==> config.mk <==
export PLATFORM = sky130hd
export DESIGN_NAME = fu_dispatch_flat
export DESIGN_NICKNAME = d
export VERILOG_FILES = /design/src/rtl/fu_pkg.sv /design/src/rtl/fu_dispatch_if.sv /design/src/rtl/fu_dispatch.sv /design/src/flat_wrapper.sv
export SDC_FILE = /design/constraint.sdc
export NUM_CORES = 1
export LEC_CHECK = 0
export ABC_AREA = 1
export CORE_AREA = 2 2 172 174
export CTS_CLUSTER_SIZE = 20
export DETAILED_ROUTE_END_ITERATION = 16
export DIE_AREA = 0 0 174 176
export GPL_TIMING_DRIVEN = 0
export PLACE_DENSITY_LB_ADDON = 0.12
export SKIP_CTS_REPAIR_TIMING = 1
export SLEW_MARGIN = 20
export SYNTH_ARGS = -nofsm -noshare
export SYNTH_HDL_FRONTEND = slang
export SYNTH_SLANG_ARGS = --single-unit
==> constraint.sdc <==
create_clock -name clk -period 3.9 [get_ports clk]
set_clock_uncertainty 0.15 [all_clocks]
set_input_delay 0.585 -clock clk [delete_from_list [all_inputs] [get_ports clk]]
set_output_delay 0.585 -clock clk [all_outputs]
set_load 0.02 [all_outputs]
==> src/rtl/fu_pkg.sv <==
// Shared opcodes, FSM state encoding and the op-to-unit decode for the FU dispatcher.
package fu_pkg;

    localparam logic [3:0] OP_ALU0    = 4'd0;
    localparam logic [3:0] OP_ALU7    = 4'd7;
    localparam logic [3:0] OP_FADD    = 4'd8;
    localparam logic [3:0] OP_FSUB    = 4'd9;
    localparam logic [3:0] OP_FMUL    = 4'd10;
    localparam logic [3:0] OP_FDIV    = 4'd11;
    localparam logic [3:0] OP_F2I     = 4'd12;
    localparam logic [3:0] OP_I2FU    = 4'd13;
    localparam logic [3:0] OP_I2FS    = 4'd14;
    localparam logic [3:0] OP_ILLEGAL = 4'd15;

    localparam int TIMEOUT_DEF = 63;

    // Bit positions in the one-hot unit select vector.
    localparam int U_ALU  = 0;
    localparam int U_FAS  = 1;
    localparam int U_FMUL = 2;
    localparam int U_FDIV = 3;
    localparam int U_F2I  = 4;
    localparam int U_I2F  = 5;

    typedef enum logic [1:0] {
        ST_IDLE  = 2'd0,
        ST_ISSUE = 2'd1,
        ST_DONE  = 2'd2
    } state_t;

    // Illegal opcode selects no unit at all.
    function automatic logic [5:0] unit_sel(input logic [3:0] op);
        logic [5:0] s;
        s = 6'b0;
        case (op)
            OP_FADD, OP_FSUB: s[U_FAS]  = 1'b1;
            OP_FMUL:          s[U_FMUL] = 1'b1;
            OP_FDIV:          s[U_FDIV] = 1'b1;
            OP_F2I:           s[U_F2I]  = 1'b1;
            OP_I2FU, OP_I2FS: s[U_I2F]  = 1'b1;
            OP_ILLEGAL:       s = 6'b0;
            default:          s[U_ALU]  = 1'b1;
        endcase
        return s;
    endfunction

endpackage

==> src/rtl/fu_dispatch_if.sv <==
// Request/result handshake bundle between the dispatcher and its issuer/consumer.
interface fu_dispatch_if;
    import fu_pkg::*;

    logic        req_valid;
    logic        req_ready;
    logic [3:0]  req_op;
    logic [31:0] req_x1;
    logic [31:0] req_x2;
    logic        res_valid;
    logic        res_ready;
    logic [63:0] res_data;
    logic        res_err;

    modport slave (
        input  req_valid, req_op, req_x1, req_x2, res_ready,
        output req_ready, res_valid, res_data, res_err
    );

    modport master (
        output req_valid, req_op, req_x1, req_x2, res_ready,
        input  req_ready, res_valid, res_data, res_err
    );
endinterface

==> src/rtl/fu_dispatch.sv <==
// Issue/collect sequencer: one op at a time to one execution unit, result held until consumed.
// Latency: ALU add 3, f2i 3, illegal 1, otherwise unit cycles + 2; watchdog turns a hung unit into an error.
module fu_dispatch
    import fu_pkg::*;
#(
    parameter int TIMEOUT = TIMEOUT_DEF
) (
    input  logic        clk,
    input  logic        rst,
    fu_dispatch_if.slave bus,
    input  logic        flush,
    output logic [31:0] fu_x1,
    output logic [31:0] fu_x2,
    output logic        fu_hold,
    output logic        alu_en,
    output logic [2:0]  alu_mode,
    output logic        fas_en,
    output logic        fas_mode,
    output logic        fmul_en,
    output logic        fdiv_en,
    output logic        i2f_en,
    output logic        i2f_mode,
    input  logic [63:0] alu_y,
    input  logic        alu_cplt,
    input  logic [31:0] fas_y,
    input  logic        fas_cplt,
    input  logic [31:0] fmul_y,
    input  logic        fmul_cplt,
    input  logic [31:0] fdiv_y,
    input  logic        fdiv_cplt,
    input  logic [31:0] i2f_y,
    input  logic        i2f_cplt,
    input  logic [31:0] f2i_y
);

    localparam logic [5:0] TMO = 6'(TIMEOUT);

    state_t      state_q, state_d;
    logic [3:0]  op_q, op_d;
    logic [31:0] x1_q, x1_d, x2_q, x2_d;
    logic [5:0]  cnt_q, cnt_d;
    logic [63:0] res_data_q, res_data_d;
    logic        res_err_q, res_err_d;

    logic [5:0]  sel;
    logic [63:0] sel_y;
    logic        sel_cplt;
    logic        cplt_hit;

    always_ff @(posedge clk) begin
        if (rst) begin
            state_q    <= ST_IDLE;
            op_q       <= 4'd0;
            x1_q       <= 32'd0;
            x2_q       <= 32'd0;
            cnt_q      <= 6'd0;
            res_data_q <= 64'd0;
            res_err_q  <= 1'b0;
        end else begin
            state_q    <= state_d;
            op_q       <= op_d;
            x1_q       <= x1_d;
            x2_q       <= x2_d;
            cnt_q      <= cnt_d;
            res_data_q <= res_data_d;
            res_err_q  <= res_err_d;
        end
    end

    // f2i is combinational, so it "completes" on the first cycle stale completions are honoured.
    always_comb begin
        sel      = unit_sel(op_q);
        sel_y    = 64'd0;
        sel_cplt = 1'b0;
        if (sel[U_ALU])  begin sel_y = alu_y;            sel_cplt = alu_cplt;  end
        if (sel[U_FAS])  begin sel_y = {32'd0, fas_y};   sel_cplt = fas_cplt;  end
        if (sel[U_FMUL]) begin sel_y = {32'd0, fmul_y};  sel_cplt = fmul_cplt; end
        if (sel[U_FDIV]) begin sel_y = {32'd0, fdiv_y};  sel_cplt = fdiv_cplt; end
        if (sel[U_F2I])  begin sel_y = {32'd0, f2i_y};   sel_cplt = (cnt_q == 6'd1); end
        if (sel[U_I2F])  begin sel_y = {32'd0, i2f_y};   sel_cplt = i2f_cplt;  end
        cplt_hit = sel_cplt && (cnt_q != 6'd0);
    end

    always_comb begin
        state_d    = state_q;
        op_d       = op_q;
        x1_d       = x1_q;
        x2_d       = x2_q;
        cnt_d      = cnt_q;
        res_data_d = res_data_q;
        res_err_d  = res_err_q;
        case (state_q)
            ST_IDLE: begin
                if (bus.req_valid) begin
                    op_d  = bus.req_op;
                    x1_d  = bus.req_x1;
                    x2_d  = bus.req_x2;
                    cnt_d = 6'd0;
                    if (bus.req_op == OP_ILLEGAL) begin
                        state_d    = ST_DONE;
                        res_data_d = 64'd0;
                        res_err_d  = 1'b1;
                    end else begin
                        state_d = ST_ISSUE;
                    end
                end
            end
            ST_ISSUE: begin
                if (flush) begin
                    state_d = ST_IDLE;
                end else if (cplt_hit) begin
                    state_d    = ST_DONE;
                    res_data_d = sel_y;
                    res_err_d  = 1'b0;
                end else if (cnt_q == TMO) begin
                    state_d    = ST_DONE;
                    res_data_d = 64'd0;
                    res_err_d  = 1'b1;
                end else begin
                    cnt_d = cnt_q + 6'd1;
                end
            end
            ST_DONE: begin
                if (bus.res_ready) state_d = ST_IDLE;
            end
            default: state_d = ST_IDLE;
        endcase
    end

    // Enables exist only in ISSUE, so every unit sees a low enable between ops.
    always_comb begin
        logic [5:0] en;
        en       = (state_q == ST_ISSUE) ? sel : 6'b0;
        alu_en   = en[U_ALU];
        fas_en   = en[U_FAS];
        fmul_en  = en[U_FMUL];
        fdiv_en  = en[U_FDIV];
        i2f_en   = en[U_I2F];
        alu_mode = op_q[2:0];
        fas_mode = (op_q == OP_FSUB);
        i2f_mode = (op_q == OP_I2FS);
        fu_hold  = (state_q == ST_ISSUE);
        fu_x1    = x1_q;
        fu_x2    = x2_q;
    end

    assign bus.req_ready = (state_q == ST_IDLE);
    assign bus.res_valid = (state_q == ST_DONE);
    assign bus.res_data  = res_data_q;
    assign bus.res_err   = res_err_q;

endmodule

==> src/flat_wrapper.sv <==
// flat-port wrapper written by rule: the top's interface ports become plain ports
module fu_dispatch_flat import fu_pkg::*;
#(
    parameter int TIMEOUT = TIMEOUT_DEF
)
  (clk, rst, flush, fu_x1, fu_x2, fu_hold, alu_en, alu_mode, fas_en, fas_mode, fmul_en, fdiv_en, i2f_en, i2f_mode, alu_y, alu_cplt, fas_y, fas_cplt, fmul_y, fmul_cplt, fdiv_y, fdiv_cplt, i2f_y, i2f_cplt, f2i_y, bus_req_valid, bus_req_op, bus_req_x1, bus_req_x2, bus_res_ready, bus_req_ready, bus_res_valid, bus_res_data, bus_res_err);
  fu_dispatch_if bus_i ();
  input  logic clk;
  input  logic rst;
  input  logic flush;
  output logic [31:0] fu_x1;
  output logic [31:0] fu_x2;
  output logic fu_hold;
  output logic alu_en;
  output logic [2:0] alu_mode;
  output logic fas_en;
  output logic fas_mode;
  output logic fmul_en;
  output logic fdiv_en;
  output logic i2f_en;
  output logic i2f_mode;
  input  logic [63:0] alu_y;
  input  logic alu_cplt;
  input  logic [31:0] fas_y;
  input  logic fas_cplt;
  input  logic [31:0] fmul_y;
  input  logic fmul_cplt;
  input  logic [31:0] fdiv_y;
  input  logic fdiv_cplt;
  input  logic [31:0] i2f_y;
  input  logic i2f_cplt;
  input  logic [31:0] f2i_y;
  input wire logic [$bits(bus_i.req_valid)-1:0] bus_req_valid;
  input wire logic [$bits(bus_i.req_op)-1:0] bus_req_op;
  input wire logic [$bits(bus_i.req_x1)-1:0] bus_req_x1;
  input wire logic [$bits(bus_i.req_x2)-1:0] bus_req_x2;
  input wire logic [$bits(bus_i.res_ready)-1:0] bus_res_ready;
  output wire logic [$bits(bus_i.req_ready)-1:0] bus_req_ready;
  output wire logic [$bits(bus_i.res_valid)-1:0] bus_res_valid;
  output wire logic [$bits(bus_i.res_data)-1:0] bus_res_data;
  output wire logic [$bits(bus_i.res_err)-1:0] bus_res_err;
  assign bus_i.req_valid = bus_req_valid;
  assign bus_i.req_op = bus_req_op;
  assign bus_i.req_x1 = bus_req_x1;
  assign bus_i.req_x2 = bus_req_x2;
  assign bus_i.res_ready = bus_res_ready;
  assign bus_req_ready = bus_i.req_ready;
  assign bus_res_valid = bus_i.res_valid;
  assign bus_res_data = bus_i.res_data;
  assign bus_res_err = bus_i.res_err;
  fu_dispatch #(.TIMEOUT(TIMEOUT)) u_core (.clk(clk), .rst(rst), .bus(bus_i), .flush(flush), .fu_x1(fu_x1), .fu_x2(fu_x2), .fu_hold(fu_hold), .alu_en(alu_en), .alu_mode(alu_mode), .fas_en(fas_en), .fas_mode(fas_mode), .fmul_en(fmul_en), .fdiv_en(fdiv_en), .i2f_en(i2f_en), .i2f_mode(i2f_mode), .alu_y(alu_y), .alu_cplt(alu_cplt), .fas_y(fas_y), .fas_cplt(fas_cplt), .fmul_y(fmul_y), .fmul_cplt(fmul_cplt), .fdiv_y(fdiv_y), .fdiv_cplt(fdiv_cplt), .i2f_y(i2f_y), .i2f_cplt(i2f_cplt), .f2i_y(f2i_y));
endmodule
==> flow_summary.ini <==
[run_status]
status = finished clean

[global_route]
grtUsageTotal_pct = 22.9
grt_pass1_wl_um = 54000
antenna_found_initial = 6
gr-total-overflow = 0
grt_max_degree = 17
grt_pass1_vias = 9019

[timing]
period_share_pct = 88.7
setup_viol = 0
hold-worst-slack_ns = 0.311
tns_ns = 0
worst_slack_ns = 0.441
slew_headroom_pct = 50.4
worst_slew_pin_slew_ns = 0.743
max_freq_mhz = 289
rsz0062_at_grt = false
report.final.hold_viol_count = 0
post-route-min-period_ns = 3.46
maxSlewViolCount = 0

[die]
pin_count = 444
die_x_um = 174
dieHeight_um = 176
core_um2 = 28500
initial_core_util_pct = 25.3
num_rows = 62
dieArea_um2 = 30600

[clocking]
cts_tree = built
cts_buffer_depth = 2
cts.clk_slew.worst_paths_ns = 0.07
cts.sinks = 141
clk_latency_ns = 0.42
clockRootBuffer = clkbuf_16
htreeDepth = 4
numCtsBuffers = 17

[finish]
final_common_cell = clkdlybuf4s50_1
area_growth_pct = 76.2
mostFrequentLayoutCells = 443 x clkdlybuf4s50_1, 240 x nor2_1, 196 x nand2_1
fill_cells = 3075
drive_above_1_share_pct = 5.00
finalNetCount = 1873

[yosys]
synth_largest_area_cell = dfxtp_1
netlist-cell-type-count = 26
synth-seq-cells = 141
ys_warn_count = 0
synth_seq_area_share_pct = 39.1
syn_area_um2 = 7230
synth_top_area_share_pct = 39.1
synth_fp_nets = 1411
synth_area_per_cell_um2 = 6.53
ys_top_cells_by_area = dfxtp_1 39%, nor2_1 12%, nand2_1 10%
syn_inst = 1106

[setup_path]
cp_data_required_time_ns = 3.16
reg2regPathDepth = 8
path_max_fanout = 10
criticalPathCategory = reg2out
path_cells = inv_1 > nor2_2 > inv_1 > buf_2 > nor2_1 > buf_2 > clkdlybuf4s50_1
crit_arrival_ns = 2.72
r2r_end = u_core.bus.res_data[13]
critical_path.startpoint_type = flip-flop
cp_slowest_stage_delay_ns = 0.65
ff2ff_setup_slack_ns = 1.54
r2r_start = u_core.op_q[3]
end_kind = output port
slowest_stage = clkdlybuf4s50_1

[drt]
dr.pass1.iters = 5
vias_per_cell = 4.66
dr_total_vias = 9178
avgRoutedWirePerCell_um = 18.2
antenna_left = 0
drc = 0
drt-total-wl_um = 35900
first_iter_violations = 468

[power_and_ir_drop]
power_frac_comb_pct = 35.6
max-vdd-ir-drop_mv = 0.220
p_int_mw = 3.31
switching_share_pct = 36.4
p_clk_share_pct = 31.7
p_switching_mw = 1.89
leakagePower_nw = 4.88
pwr-share-seq_pct = 32.7
pwr_density_cell_nw_per_um2 = 409

[placement]
dp_slack_ns = 0.846
port_buffers = 443
gp_routability_congestion = 0.903
dp_hpwl_um = 28500

[worst_hold_path]
min_path_type = reg2reg
holdPathStages = 2
min_from = u_core.bus.res_data[16]
holdPathEnd = u_core.bus.res_data[16]

[run]
maxCapViolCount = 0
## synth_stat cells
master,n
nor2_1,240
nand2_1,196
dfxtp_1,141
nand3_1,103
nand4_1,103
o21ai_0,103
a21oi_1,74
clkbuf_1,61
buf_2,22
inv_1,20
inv_2,7
buf_1,6
buf_4,5
buf_6,3
ha_1,3
nand2_4,3
nor2_2,3
nor3_1,3
nor3b_1,2
xnor2_1,2
a31o_2,1
nand2_2,1
nand3_2,1
nor2_4,1
nor4_1,1
o31ai_1,1
## state kept, by name, indices dropped and copies added (netlist names)
register             flops
u_core.bus.res_err       1
u_core.bus.res_data     64
u_core.fu_x1            32
u_core.fu_x2            32
u_core.cnt_q             6
u_core.state_q           2
u_core.op_q              4
## critical path, delay by kind of cell (launching register included)
family	cells	cell delay, ns
DFF	1	0.39
and+or+nand+nor	2	0.58
buffers and inverters	5	1.34
## worst max path at each step
stage | from | to | slack (ns) | cells past startpoint
after floorplan | u_core.state_q[0] | fas_en | 1.58 | 5
after global placement | u_core.state_q[0] | alu_en | 0.85 | 7
after detailed placement | u_core.state_q[0] | alu_en | 0.85 | 7
after CTS | u_core.state_q[0] | alu_en | 0.38 | 7
after global routing | u_core.state_q[0] | alu_en | 0.25 | 7
final | u_core.state_q[0] | alu_en | 0.44 | 7
## final cells by class
type	instances	area, µm²	area share, %
antenna	6	15.0	0.118
buffer	97	433	3.40
clock buffer	18	439	3.45
clock inverter	14	136	1.07
inverter	27	101	0.796
multi-input combinational	841	3870	30.4
sequential	141	2820	22.2
tap	384	480	3.77
timing repair buffer	443	4430	34.8
## logic make-up after synthesis
kind of cell / Yosys count / share of synthesized area, %
AO/OA/AOI/OAI: 179 / 12.5
XOR/XNOR: 2 / 0.242
adder cells (fa/ha/maj): 3 / 0.519
buffers and inverters: 124 / 7.39
flip-flops: 141 / 39.1
AND/OR/NAND/NOR: 657 / 40.3
## power groups by stage
stage	registers (mW)	logic (mW)	clock network, mW
5_1_grt	1.72	2.04	1.75
3_5_place_dp	1.73	1.86	0
3_3_place_gp	1.73	1.86	0
2_1_floorplan	1.91	0.748	0
6_report	1.70	1.85	1.65
4_1_cts	1.70	1.87	1.70
## per-stage QoR
stage / power [mW] / area, µm² / utilization [%] / instances
5_1_grt: 5.51 / 12700 / 44.6 / 1971
3_3_place_gp: 3.59 / 12100 / 42.5 / 1933
4_1_cts: 5.28 / 12700 / 44.5 / 1965
6_report: 5.21 / 12700 / 44.6 / 1971
2_1_floorplan: 2.66 / 7230 / - / 1106
3_5_place_dp: 3.60 / 12100 / 42.5 / 1933
## metal layers
layer | track usage [%] | routed length [µm] | up-vias
li1 | - | - | 4665
met1 | 26.7 | 14800 | 4122
met2 | 39.5 | 17300 | 358
met3 | 8.27 | 3230 | 33
met4 | 6.55 | 573 | 0
met5 | 0 | 0 | -
Note: power is estimated with default switching activity, not from simulation.
